===== config.mk =====
export PLATFORM = sky130hd
export DESIGN_NAME = ad9833_spi_driver
export DESIGN_NICKNAME = d
export VERILOG_FILES = /design/src/rtl/ad9833_pkg.sv /design/src/rtl/ad9833_sclk_tick.sv /design/src/rtl/ad9833_spi_driver.sv
export SDC_FILE = /design/constraint.sdc
export NUM_CORES = 1
export LEC_CHECK = 0
export ABC_AREA = 0
export CORE_UTILIZATION = 35
export DETAILED_ROUTE_END_ITERATION = 7
export SLEW_MARGIN = 10
export SYNTH_ARGS = -nofsm -noshare
export SYNTH_HDL_FRONTEND = slang
export SYNTH_SLANG_ARGS = --single-unit

===== constraint.sdc =====
create_clock -name sys_clk_i -period 1.8 [get_ports sys_clk_i]
set_input_delay 0.18 -clock sys_clk_i [delete_from_list [all_inputs] [get_ports sys_clk_i]]
set_output_delay 0.18 -clock sys_clk_i [all_outputs]
set_load 0.1 [all_outputs]

===== src/rtl/ad9833_pkg.sv =====
// Shared AD9833 definitions: word width, SPI driver FSM states, control-word bit
// positions and register address prefixes. Used by ad9833_spi_driver and ad9833_ctrl.
package ad9833_pkg;

  localparam int AD9833_WORD_W = 16;

  typedef enum logic [2:0] {
    SPI_IDLE,
    SPI_SETUP,
    SPI_SHIFT,
    SPI_HOLD,
    SPI_GAP
  } spi_state_e;

  // Control register bit positions
  localparam int CTRL_B28     = 13;
  localparam int CTRL_HLB     = 12;
  localparam int CTRL_FSELECT = 11;
  localparam int CTRL_PSELECT = 10;
  localparam int CTRL_RESET   = 8;
  localparam int CTRL_SLEEP1  = 7;
  localparam int CTRL_SLEEP12 = 6;
  localparam int CTRL_OPBITEN = 5;
  localparam int CTRL_DIV2    = 3;
  localparam int CTRL_MODE    = 1;

  // Register address prefixes (top bits of each 16-bit word)
  localparam logic [1:0] ADDR_CTRL   = 2'b00;
  localparam logic [1:0] ADDR_FREQ0  = 2'b01;
  localparam logic [1:0] ADDR_FREQ1  = 2'b10;
  localparam logic [2:0] ADDR_PHASE0 = 3'b110;

  // Counter width able to hold 0..n-1, never narrower than one bit
  function automatic int cnt_width(input int n);
    return (n > 1) ? $clog2(n) : 1;
  endfunction

endpackage


===== src/rtl/ad9833_sclk_tick.sv =====
// Half-period timer for the AD9833 SPI driver: one-cycle tick every CLK_DIV cycles
// while enabled; disabling it returns the count to zero.
module ad9833_sclk_tick
  import ad9833_pkg::*;
#(
  parameter int CLK_DIV = 4
) (
  input  logic sys_clk_i,
  input  logic rst_n_i,
  input  logic i_en,
  output logic o_tick
);

  localparam int              CW   = cnt_width(CLK_DIV);
  localparam logic [CW-1:0]   LAST = CW'(CLK_DIV - 1);

  logic [CW-1:0] r_cnt;

  assign o_tick = i_en && (r_cnt == LAST);

  // NOTE: sequential state uses non-blocking assignments so every register samples pre-edge values.
  always_ff @(posedge sys_clk_i or negedge rst_n_i) begin
    if (!rst_n_i) begin
      r_cnt <= '0;
    end else if (!i_en || o_tick) begin
      r_cnt <= '0;
    end else begin
      r_cnt <= r_cnt + 1'b1;
    end
  end

endmodule


===== src/rtl/ad9833_spi_driver.sv =====
// AD9833 3-wire serialiser: one 16-bit word per accepted start, MSB first, SCLK idle high.
// Optional `AD9833_SPI_MONITOR_EN adds last_word_o / frame_cnt_o frame monitor ports.
module ad9833_spi_driver
  import ad9833_pkg::*;
#(
  parameter int CLK_DIV  = 4,
  parameter int IDLE_GAP = 4
) (
  input  logic                     sys_clk_i,
  input  logic                     rst_n_i,
  input  logic                     start_pluse_i,
  input  logic [AD9833_WORD_W-1:0] cfg_data_i,
  output logic                     bus_busy_o,
  output logic                     ad9833_fsync_o,
  output logic                     ad9833_sclk_o,
  output logic                     ad9833_sdata_o
`ifdef AD9833_SPI_MONITOR_EN
  ,
  output logic [AD9833_WORD_W-1:0] last_word_o,
  output logic [15:0]              frame_cnt_o
`endif
);

  localparam int            GW       = cnt_width(IDLE_GAP);
  localparam logic [GW-1:0] GAP_LAST = GW'(IDLE_GAP - 1);

  spi_state_e               r_state;
  logic [AD9833_WORD_W-2:0] r_shift;
  logic [3:0]               r_bit_cnt;
  logic [GW-1:0]            r_gap_cnt;
  logic                     r_busy;
  logic                     r_fsync;
  logic                     r_sclk;
  logic                     r_sdata;
  logic                     w_tick_en;
  logic                     w_tick;
`ifdef AD9833_SPI_MONITOR_EN
  logic [AD9833_WORD_W-1:0] r_word;
  logic [AD9833_WORD_W-1:0] r_last_word;
  logic [15:0]              r_frame_cnt;
`endif

  assign w_tick_en = (r_state == SPI_SETUP) || (r_state == SPI_SHIFT) || (r_state == SPI_HOLD);

  ad9833_sclk_tick #(
    .CLK_DIV (CLK_DIV)
  ) u_sclk_tick (
    .sys_clk_i (sys_clk_i),
    .rst_n_i   (rst_n_i),
    .i_en      (w_tick_en),
    .o_tick    (w_tick)
  );

  always_ff @(posedge sys_clk_i or negedge rst_n_i) begin
    if (!rst_n_i) begin
      r_state   <= SPI_IDLE;
      r_shift   <= '0;
      r_bit_cnt <= '0;
      r_gap_cnt <= '0;
      r_busy    <= 1'b0;
      r_fsync   <= 1'b1;
      r_sclk    <= 1'b1;
      r_sdata   <= 1'b0;
`ifdef AD9833_SPI_MONITOR_EN
      r_word      <= '0;
      r_last_word <= '0;
      r_frame_cnt <= '0;
`endif
    end else begin
      case (r_state)
        SPI_IDLE: begin
          if (start_pluse_i) begin
            r_state   <= SPI_SETUP;
            r_shift   <= cfg_data_i[AD9833_WORD_W-2:0];
            r_sdata   <= cfg_data_i[AD9833_WORD_W-1];
            r_busy    <= 1'b1;
            r_fsync   <= 1'b0;
            r_bit_cnt <= '0;
`ifdef AD9833_SPI_MONITOR_EN
            r_word    <= cfg_data_i;
`endif
          end
        end
        SPI_SETUP: begin
          // The SETUP exit is also the falling edge that clocks in bit 15
          if (w_tick) begin
            r_state   <= SPI_SHIFT;
            r_sclk    <= 1'b0;
            r_bit_cnt <= '0;
          end
        end
        SPI_SHIFT: begin
          if (w_tick) begin
            if (r_sclk) begin
              r_sclk <= 1'b0;
            end else begin
              r_sclk <= 1'b1;
              if (r_bit_cnt == 4'd15) begin
                r_state   <= SPI_HOLD;
                r_sdata   <= 1'b0;
                r_bit_cnt <= '0;
              end else begin
                r_bit_cnt <= r_bit_cnt + 4'd1;
                r_sdata   <= r_shift[AD9833_WORD_W-2];
                r_shift   <= {r_shift[AD9833_WORD_W-3:0], 1'b0};
              end
            end
          end
        end
        SPI_HOLD: begin
          if (w_tick) begin
            r_state   <= SPI_GAP;
            r_fsync   <= 1'b1;
            r_gap_cnt <= '0;
`ifdef AD9833_SPI_MONITOR_EN
            r_last_word <= r_word;
            r_frame_cnt <= r_frame_cnt + 16'd1;
`endif
          end
        end
        SPI_GAP: begin
          if (r_gap_cnt == GAP_LAST) begin
            r_state <= SPI_IDLE;
            r_busy  <= 1'b0;
          end else begin
            r_gap_cnt <= r_gap_cnt + 1'b1;
          end
        end
        default: r_state <= SPI_IDLE;
      endcase
    end
  end

  assign bus_busy_o     = r_busy;
  assign ad9833_fsync_o = r_fsync;
  assign ad9833_sclk_o  = r_sclk;
  assign ad9833_sdata_o = r_sdata;
`ifdef AD9833_SPI_MONITOR_EN
  assign last_word_o = r_last_word;
  assign frame_cnt_o = r_frame_cnt;
`endif

endmodule


# After elaboration in Yosys (flattened, before gate mapping)
# Cells that the tools add are included.
# totals
regBits,30
in_bits,19
# classes
n_mux,38
eq_ne,16
n_reduce_logical,20
add_sub_neg,3
# ops
op,count
$mux 15,4
$pmux 15 s2,1
$mux 3,7
$mux 4,5
$pmux 3 s5,1
$pmux 4 s3,1
$reduce_and 3->1,4
$mux 1,11
$ne 2x2->1 const B,5
$reduce_and 5->1,2
$reduce_bool 2->1,5
$ne 2x1->1 const B,4
$pmux 1 s2,4
$reduce_and 7->1,1
$eq 3x2->1 const B,2
$mux 2,3
$add 2x1->2 const B,2
$add 4x1->4 const B,1
$eq 2x2->1 const B,2
$eq 4x4->1 const B,1
$pmux 2 s2,1
$reduce_and 4->1,1
$eq 3x1->1 const B,1
$eq 3x3->1 const B,1
5 further kinds,7

# Longest topological paths before layout
# Gate-level depths: netlist of run 1.
# logic_depth
ltp_word,6
mapped_depth,7

# Modules after synthesis
# A second synthesis of run 1 with hierarchy kept.
# unflattened
hier_cells,134
hier_area_um2,1599.0
# modules_own_cells
mod,cells_per_inst,area_per_inst_um2,n_inst,seq_area_each_um2
ad9833_spi_driver,128,1507.7,1,703.2
ad9833_sclk_tick,6,91.3,1,50.0

# Worst setup path before layout of run 1
# Ideal clock, no wire load.
# synth_timing
path_type,register to register
from,register r_sclk (netlist: ad9833_sclk_o)
to,register r_shift[11]
t_arrival_ns,2.009
synth_period_minus_slack_ns,2.134
n_path_buf,1
stages_incl_launch_ff,6
required_ns,1.675
setup_slack_ns,-0.334
cell_sequence,dfstp_2 -> and2b_1 -> mux2_2 -> nand3_4 -> buf_6 -> mux2_2
# synth_via
elab_chain_len,2
# synth_lines
element,line,source
from (decl),ad9833_spi_driver.sv:33,logic r_sclk;
from (signal assigned),ad9833_spi_driver.sv:62,r_sclk <= 1'b1;
from (signal assigned),ad9833_spi_driver.sv:88,r_sclk <= 1'b0;
from (signal assigned),ad9833_spi_driver.sv:95,r_sclk <= 1'b0;
$ne 2x2->1 (no line),--,
$reduce_and 5->1 (no line),--,
to (signal assigned),ad9833_spi_driver.sv:74,r_shift <= cfg_data_i[AD9833_WORD_W-2:0];
to (signal assigned),ad9833_spi_driver.sv:105,"r_shift <= {r_shift[AD9833_WORD_W-3:0], 1'b0};"
to (decl),ad9833_spi_driver.sv:28,logic [AD9833_WORD_W-2:0] r_shift;
# No other way between the ends.
# A chain may end at the register's enable or synchronous reset.

# Worst setup path after layout of run 1
# layout_timing
from,register r_sclk (netlist: ad9833_sclk_o)
to,register r_shift[8]
# Same word-level chain as after synthesis.

==> flow_summary.toml, run 1 <==
[setup_path]
path_max_fanout = 8
worstSetupPathType = "register to register"
r2r_slack_ns = 0.05
cp_top_family = "multiplexers"
cp_slowest_cell = "dfstp_4"
crit_buf_inv = 1
crit_chain = "and2b_1 -> mux2_4 -> nand3_4 -> buf_12 -> mux2_2"
required_ns = 1.96
crit_path_start_kind = "register"
regToRegStartpoint = "ad9833_sclk_o$_DFFE_PN1P_"
slowest_delay_ns = 0.61
rr_worst_depth = 5
crit_path_end_kind = "register"
reg2reg_to = "r_shift[8]$_DFFE_PN0P_"
arrival_ns = 1.91

[global_routing]
gr-usage-all-layers_pct = 15.3
grt_pass1_vias = 1153
gr-total-overflow = 0
antenna_found_initial = 0
grt_max_degree = 31
grt_pass1_wl_mm = 5.18

[sta]
rsz0062_at_grt = "false"
setup_viol = 0
tightest_slew_ns = 0.383
finalHoldViolations = 0
drv_slew = 0
max_clock_freq_mhz = 570
slew_headroom_pct = 74.5
period_minus_slack_ns = 1.75
period_share_pct = 97.4
hold_slack_ns = 0.280
clock_skew_ns = 0.00470
finalSetupTns_ns = 0

[drt]
drcViolationCount = 0
viasPerCell = 4.96
antenna_left = 0
drtIter0Drc = 39
totalWireLength_mm = 3.16
wire_per_inst_um = 12.9
drtPass1Iterations = 4
routed-via-count = 1216

[synth]
ys.flop_type = "dfrtp_1"
yosysWarningCount = 0
synthArstFlopShare_pct = 100
synth_fp_nets = 178
synth_seq_cells = 30
syn_inst = 156
synth_edf_count = 0
syn_area_per_cell_sq_um = 10.1
synth_area_sq_um = 1570
synth_cell_types = 36
ys_seq_area_share_pct = 48.0

[die]
start_util_pct = 37.9
die_y_um = 69.0
die_w_um = 69.0
dieArea_sq_um = 4760
io_pins = 23
core-area_sq_um = 4140
rows = 23

[min_path]
hp-class = "primary input to asynchronous set/reset pin"

[layout]
final_common_cell = "nand2_1"
drive_above_1_share_pct = 27.7
fin_util_pct = 50.3
area.growth.synth_to_final_pct = 32.7
nets = 216
final_cell_mix = "nand2_1, dfrtp_1, clkdlybuf4s50_1"
diodes = 0
final_area_sq_um = 2080

[clock_tree]
clk_latency_ns = 0.28
cts_num_sinks = 30
cts_tree = "built"
clock_path_buffers = 2
cts_root_buffer = "clkbuf_8"
cts_buffers = 5
htreeDepth = 2
clk_pin_slew_worst_paths_ns = 0.06

[pwr]
p_leak_uw = 0.00102
powerDensity_nw_per_um2 = 1650
ir_drop_uv = 861

[place]
io_buffers = 22
dp_hpwl_mm = 2.26
gp_congestion = 0.771
placed_area_sq_um = 1960

[outcome]
status = "finished, final reports clean"

[job]
cap_violations = 0
-- flip-flops by register name (all words and copies together), names as in the netlist --
register           cells
ad9833_sdata_o         1
r_shift               15
r_bit_cnt              4
r_gap_cnt              2
ad9833_sclk_o          1
u_sclk_tick.r_cnt      2
bus_busy_o             1
ad9833_fsync_o         1
r_state                3
-- routing by layer --
| metal | vias to the layer above | global-route usage (%) | wire, um |
|---|---|---|---|
| met5 | - | 0 | 0 |
| met4 | 0 | 6.89 | 54 |
| met3 | 7 | 4.61 | 124 |
| met2 | 20 | 25.1 | 1510 |
| met1 | 579 | 18.3 | 1470 |
| li1 | 610 | - | - |
-- stage by stage --
step / setup WS [ns] / instances / total power (uW)
after floorplan: -0.196 / 156 / 2410
after global placement: 0.0298 / 235 / 2790
after detailed placement: -0.00911 / 235 / 2850
after CTS: 0.0164 / 245 / 3470
after global routing: 0.0114 / 245 / 3670
final: 0.0464 / 245 / 3430
-- kinds of logic (layout without fill, tap and decap cells) --
group           Yosys count  after routing  share of synthesized area [%]
compound gates           23             23                           9.64
buf+inv                   8             47                           4.46
xor+xnor                  1              1                          0.558
mux                      18             18                           12.9
fa+ha+maj                 3              3                           2.39
simple gates             73             73                           22.1
flops                    30             30                           48.0
-- worst max-delay path by stage --
stage,start,end,slack (ns),cells after the start
6_report,ad9833_sclk_o$_DFFE_PN1P_,r_shift[8]$_DFFE_PN0P_,0.05,5
5_1_grt,ad9833_sclk_o$_DFFE_PN1P_,r_shift[9]$_DFFE_PN0P_,0.01,5
4_1_cts,ad9833_sclk_o$_DFFE_PN1P_,r_shift[5]$_DFFE_PN0P_,0.02,5
3_5_place_dp,ad9833_sclk_o$_DFFE_PN1P_,r_shift[8]$_DFFE_PN0P_,-0.009,4
3_3_place_gp,ad9833_sclk_o$_DFFE_PN1P_,r_shift[9]$_DFFE_PN0P_,0.03,4
2_1_floorplan,ad9833_sclk_o$_DFFE_PN1P_,r_shift[11]$_DFFE_PN0P_,-0.20,5
-- synthesized netlist by cell type, types with 2 or more instances --
| master | count | area, sq um |
|---|---|---|
| nand2_1 | 51 | 191 |
| buf_6 | 3 | 33.8 |
| and3_1 | 2 | 12.5 |
| dfstp_2 | 2 | 52.6 |
| a21oi_1 | 5 | 25.0 |
| dfrtp_1 | 28 | 701 |
| nor2_1 | 6 | 22.5 |
| buf_2 | 2 | 10.0 |
| ha_1 | 3 | 37.5 |
| mux2_2 | 18 | 203 |
| a21o_1 | 2 | 15.0 |
| o21ai_0 | 9 | 45.0 |
| nand2b_1 | 2 | 12.5 |
-- timing repair --
item,4_1_cts,5_1_grt
gates resized for setup,0,1
endpoints found under the setup margin,5,6
setup buffers,2,0
hold buffers,0,0
hold endpoints to repair,0,0
-- report_power, final --
| part | leakage, uW | total [uW] | switching [uW] | internal (uW) |
|---|---|---|---|---|
| clock | 0.0000482 | 550 | 242 | 308 |
| sequential | 0.000368 | 1150 | 179 | 974 |
| combinational | 0.000605 | 1730 | 867 | 860 |
-- cell type report --
type,instances,area [sq um]
Multi-Input combinational cell,118,785
Clock inverter,1,5.00
Fill cell,379,2060
Sequential cell,30,757
Tap cell,50,62.6
Timing Repair Buffer,38,384
Inverter,1,3.75
Clock buffer,7,86.3
(Power assumes the default switching activity.)
==> inputs of run 2 (changes only) <==
==> constraint.sdc (replaced) <==
create_clock -name sys_clk_i -period 2.1 [get_ports sys_clk_i]
set_input_delay 0.21 -clock sys_clk_i [delete_from_list [all_inputs] [get_ports sys_clk_i]]
set_output_delay 0.21 -clock sys_clk_i [all_outputs]
set_load 0.1 [all_outputs]
==> flow_summary.toml, run 2 (synthesized netlist as in run 1, its figures left out) <==
[outcome]
status = "finished, final reports clean"

[drt]
drcViolationCount = 0
antenna_left = 0
wire_per_inst_um = 13.2
routed-via-count = 1172
drtPass1Iterations = 4
drtIter0Drc = 40
totalWireLength_mm = 3.08
viasPerCell = 5.03

[place]
gp_congestion = 0.726
dp_hpwl_mm = 2.19
io_buffers = 22

[sta]
period_minus_slack_ns = 1.91
slew_headroom_pct = 55.7
hold_slack_ns = 0.320
finalSetupTns_ns = 0
drv_slew = 0
setup_viol = 0
rsz0062_at_grt = "false"
tightest_slew_ns = 0.665
max_clock_freq_mhz = 524
period_share_pct = 90.9
clock_skew_ns = 0.00632
finalHoldViolations = 0

[global_routing]
grt_max_degree = 31
antenna_found_initial = 0
gr-usage-all-layers_pct = 15.4
grt_pass1_vias = 1150
grt_pass1_wl_mm = 5.18
gr-total-overflow = 0

[setup_path]
path_max_fanout = 15
crit_path_end_kind = "register"
cp_top_family = "multiplexers"
crit_buf_inv = 0
crit_chain = "ha_1 -> and2b_1 -> mux2_2 -> nand3_4 -> mux2_2"
arrival_ns = 2.07
cp_slowest_cell = "dfrtp_1"
crit_top_cell = "mux2_2"
required_ns = 2.26
crit_path_start_kind = "register"
slowest_delay_ns = 0.39
worstSetupPathType = "register to register"

[layout]
reg_top3 = "r_shift (15), r_bit_cnt (4), r_state (3)"
nets = 205
final_common_cell = "nand2_1"
nFillCells = 426
top_register = "r_shift"
largest_reg_flops = 15
fin_util_pct = 45.7
diodes = 0
drive_above_1_share_pct = 22.4
area.growth.synth_to_final_pct = 20.6
final_cell_mix = "nand2_1, dfrtp_1, mux2_2, clkdlybuf4s50_1"

[pwr]
p_sw_uw = 1040
switching_share_pct = 40.1
p_leak_uw = 0.000888
p_comb_share_pct = 46.4
powerDensity_nw_per_um2 = 1370
p_int_uw = 1550
ir_drop_uv = 492
clkPwrFrac_pct = 16.5
power.sequential.fraction_pct = 37.1

[clock_tree]
htreeDepth = 2
post_cts_resized = 0
holdBufCountCts = 0
cts_tree = "built"
clock_path_buffers = 2
cts_num_sinks = 30
cts_root_buffer = "clkbuf_8"
postCtsSetupBuffers = 0
clk_latency_ns = 0.28
clk_pin_slew_worst_paths_ns = 0.06
cts_buffers = 5

[die]
start_util_pct = 37.9
core-area_sq_um = 4140
die_y_um = 69.0
dieArea_sq_um = 4760
rows = 23
die_w_um = 69.0
io_pins = 23

[min_path]
hp-class = "primary input to asynchronous set/reset pin"

[job]
cap_violations = 0
## run 2: changes by cell type in the layout (fill, tap and decap cells not counted)
cell	before	now
buf_12	4	0
buf_4	15	9
buf_6	1	0
clkbuf_1	1	2
clkbuf_8	6	5
clkinv_2	1	0
mux2_2	8	18
mux2_4	10	0
## run 2: final cells by class
type / instances / area, sq um / area share (%)
inverters: 1 / 3.75 / 0.198
multi-input cells: 118 / 747 / 39.4
repair buffers: 27 / 248 / 13.1
clock buffers: 7 / 76.3 / 4.03
well taps: 50 / 62.6 / 3.30
flip-flops and latches: 30 / 757 / 40.0
## run 2: through the flow
stage | total power (uW) | cell area, sq um | worst slack, ns | std cells
6_report | 2600 | 1890 | 0.191 | 233
5_1_grt | 2790 | 1890 | 0.125 | 233
4_1_cts | 2630 | 1890 | 0.196 | 233
3_5_place_dp | 2190 | 1820 | 0.225 | 226
3_3_place_gp | 2140 | 1820 | 0.272 | 226
2_1_floorplan | 1970 | 1570 | 0.0675 | 156
## run 2: routing by layer
metal	global-route usage [%]	part of all wire, %	wire [um]	vias up
met3	4.44	3.0	93	5
met5	0	0	0	-
met2	25.7	51	1570	12
met1	18.2	44	1360	567
met4	6.89	1.7	53	0
li1	-	-	-	588
## run 2: path summary, 6_finish.rpt
path                                                 from                              to  slack, ns  cells after the start
max                        u_sclk_tick.r_cnt[0]$_DFF_PN0_          r_shift[2]$_DFFE_PN0P_       0.19                      5
min                                               rst_n_i  u_sclk_tick.r_cnt[0]$_DFF_PN0_       0.32                      2
max reg2reg                u_sclk_tick.r_cnt[0]$_DFF_PN0_          r_shift[2]$_DFFE_PN0P_       0.19                      5
min reg2reg                u_sclk_tick.r_cnt[0]$_DFF_PN0_  u_sclk_tick.r_cnt[0]$_DFF_PN0_       0.47                      1
max in group asynchronous                         rst_n_i      ad9833_fsync_o$_DFFE_PN1P_       1.47                      2
min in group sys_clk_i     u_sclk_tick.r_cnt[0]$_DFF_PN0_  u_sclk_tick.r_cnt[0]$_DFF_PN0_       0.47                      1
## run 2: power groups by stage
stage / registers [uW] / logic, uW / clock network (uW)
5_1_grt: 996 / 1330 / 463
6_report: 963 / 1200 / 429
2_1_floorplan: 1160 / 809 / 0
3_3_place_gp: 961 / 1170 / 0
4_1_cts: 963 / 1220 / 443
3_5_place_dp: 972 / 1220 / 0
==> inputs of run 3 (changes only) <==
--- a/config.mk
+++ b/config.mk
@@ -6,8 +6,10 @@
 export NUM_CORES = 1
 export LEC_CHECK = 0
 export ABC_AREA = 0
+export CORE_MARGIN = 1.5
 export CORE_UTILIZATION = 35
 export DETAILED_ROUTE_END_ITERATION = 7
+export GPL_ROUTABILITY_DRIVEN = 0
 export SLEW_MARGIN = 10
 export SYNTH_ARGS = -nofsm -noshare
 export SYNTH_HDL_FRONTEND = slang
==> flow_summary.toml, run 3 (synthesized netlist as in run 1, its figures left out) <==
[outcome]
status = "finished, final reports clean"

[setup_path]
crit_path_start_kind = "register"
crit_path_end_kind = "register"
arrival_ns = 2.05
rr_worst_depth = 5
reg2reg_to = "r_shift[9]$_DFFE_PN0P_"
regToRegStartpoint = "u_sclk_tick.r_cnt[0]$_DFF_PN0_"
crit_top_cell = "mux2_2"
r2r_slack_ns = 0.21
worstSetupPathType = "register to register"
required_ns = 2.26
slowest_delay_ns = 0.38
cp_slowest_cell = "dfrtp_1"
crit_chain = "ha_1 -> and2b_1 -> mux2_2 -> nand3_4 -> mux2_2"
path_max_fanout = 15

[layout]
area.growth.synth_to_final_pct = 20.3
diodes = 0
nets = 204
final_cell_mix = "nand2_1, dfrtp_1, mux2_2, clkdlybuf4s50_1, o21ai_0"
largest_reg_flops = 15
fin_util_pct = 43.7
drive_above_1_share_pct = 22.0
reg_top3 = "r_shift (15), r_bit_cnt (4), r_state (3)"
final_common_cell = "nand2_1"
top_register = "r_shift"
nFillCells = 431

[clock_tree]
cts_buffers = 5
clk_pin_slew_worst_paths_ns = 0.06
cts_num_sinks = 30
holdBufCountCts = 0
clk_latency_ns = 0.28
clock_path_buffers = 2
postCtsSetupBuffers = 0
cts_root_buffer = "clkbuf_8"
post_cts_resized = 0
htreeDepth = 2
cts_tree = "built"

[sta]
finalSetupTns_ns = 0
slew_headroom_pct = 57.1
period_minus_slack_ns = 1.89
clock_skew_ns = 0.00593
max_clock_freq_mhz = 528
setup_viol = 0
rsz0062_at_grt = "false"
finalHoldViolations = 0
drv_slew = 0
tightest_slew_ns = 0.643
hold_slack_ns = 0.323
period_share_pct = 90.1

[drt]
met3_length_um = 139
wirelength_met1_mm = 1.45
drtIter0Drc = 41
drtPass1Iterations = 4
routed-via-count = 1162
totalWireLength_mm = 2.94
wire_per_inst_um = 12.6
dr_wl_met2_mm = 1.31
routed.top_layer = "met4"
drcViolationCount = 0
antenna_left = 0
viasPerCell = 4.97

[place]
io_buffers = 22
dp_hpwl_mm = 2.12

[die]
core-area_sq_um = 4320
die_y_um = 70.0
die_w_um = 70.0
dieArea_sq_um = 4900
rows = 24
io_pins = 23
start_util_pct = 36.3

[pwr]
powerDensity_nw_per_um2 = 1360
p_leak_uw = 0.000883
ir_drop_uv = 636

[job]
cap_violations = 0

[global_routing]
grt_pass1_wl_mm = 5.06
gr-usage-all-layers_pct = 13.1
grt_max_degree = 31
gr-total-overflow = 0
grt_pass1_vias = 1137
antenna_found_initial = 0

[min_path]
hp-class = "primary input to asynchronous set/reset pin"
-- run 3: final cells by class --
| class | instances | area (sq um) | share of cell area, % |
|---|---|---|---|
| Inverter | 1 | 3.75 | 0.199 |
| Timing Repair Buffer | 26 | 240 | 12.7 |
| Multi-Input combinational cell | 118 | 747 | 39.5 |
| Clock buffer | 7 | 76.3 | 4.04 |
| Sequential cell | 30 | 757 | 40.1 |
| Tap cell | 52 | 65.1 | 3.44 |
-- run 3: worst max-delay path by stage --
| stage | from | cells after the start | slack, ns | to |
|---|---|---|---|---|
| after global placement | ad9833_sclk_o$_DFFE_PN1P_ | 4 | 0.28 | r_shift[1]$_DFFE_PN0P_ |
| after detailed placement | u_sclk_tick.r_cnt[0]$_DFF_PN0_ | 5 | 0.20 | r_shift[9]$_DFFE_PN0P_ |
| after CTS | u_sclk_tick.r_cnt[0]$_DFF_PN0_ | 5 | 0.19 | r_shift[9]$_DFFE_PN0P_ |
| final | u_sclk_tick.r_cnt[0]$_DFF_PN0_ | 5 | 0.21 | r_shift[9]$_DFFE_PN0P_ |
| after global routing | u_sclk_tick.r_cnt[0]$_DFF_PN0_ | 5 | 0.14 | r_shift[9]$_DFFE_PN0P_ |
| after floorplan | ad9833_sclk_o$_DFFE_PN1P_ | 5 | 0.07 | r_shift[11]$_DFFE_PN0P_ |
-- run 3: per-layer routing --
layer | GRT usage, % | up-vias
met5 | 0 | -
met4 | 5.77 | 0
met3 | 4.18 | 5
met2 | 20.6 | 25
met1 | 16.5 | 548
li1 | - | 584
-- run 3: metrics by stage --
stage                     power [uW]  setup WS, ns  area [sq um]  instances
final                           2560         0.207          1890        234
after global placement          2120         0.275          1810        227
after detailed placement        2170         0.203          1810        227
after CTS                       2600         0.194          1890        234
after global routing            2740         0.141          1890        234
after floorplan                 1970        0.0675          1570        156
-- run 3: critical path, delay by kind of cell, from the launching register on --
| family | cells | cell delay, ns |
|---|---|---|
| flip-flops | 1 | 0.38 |
| AND/OR/NAND/NOR | 2 | 0.43 |
| multiplexers | 2 | 0.70 |
| adder cells (fa/ha/maj) | 1 | 0.26 |
-- run 3: report_power, final --
group / total (uW) / internal [uW] / switching, uW
combinational: 1160 / 482 / 681
sequential: 982 / 835 / 147
clock: 417 / 227 / 190
total: 2560 / 1540 / 1020
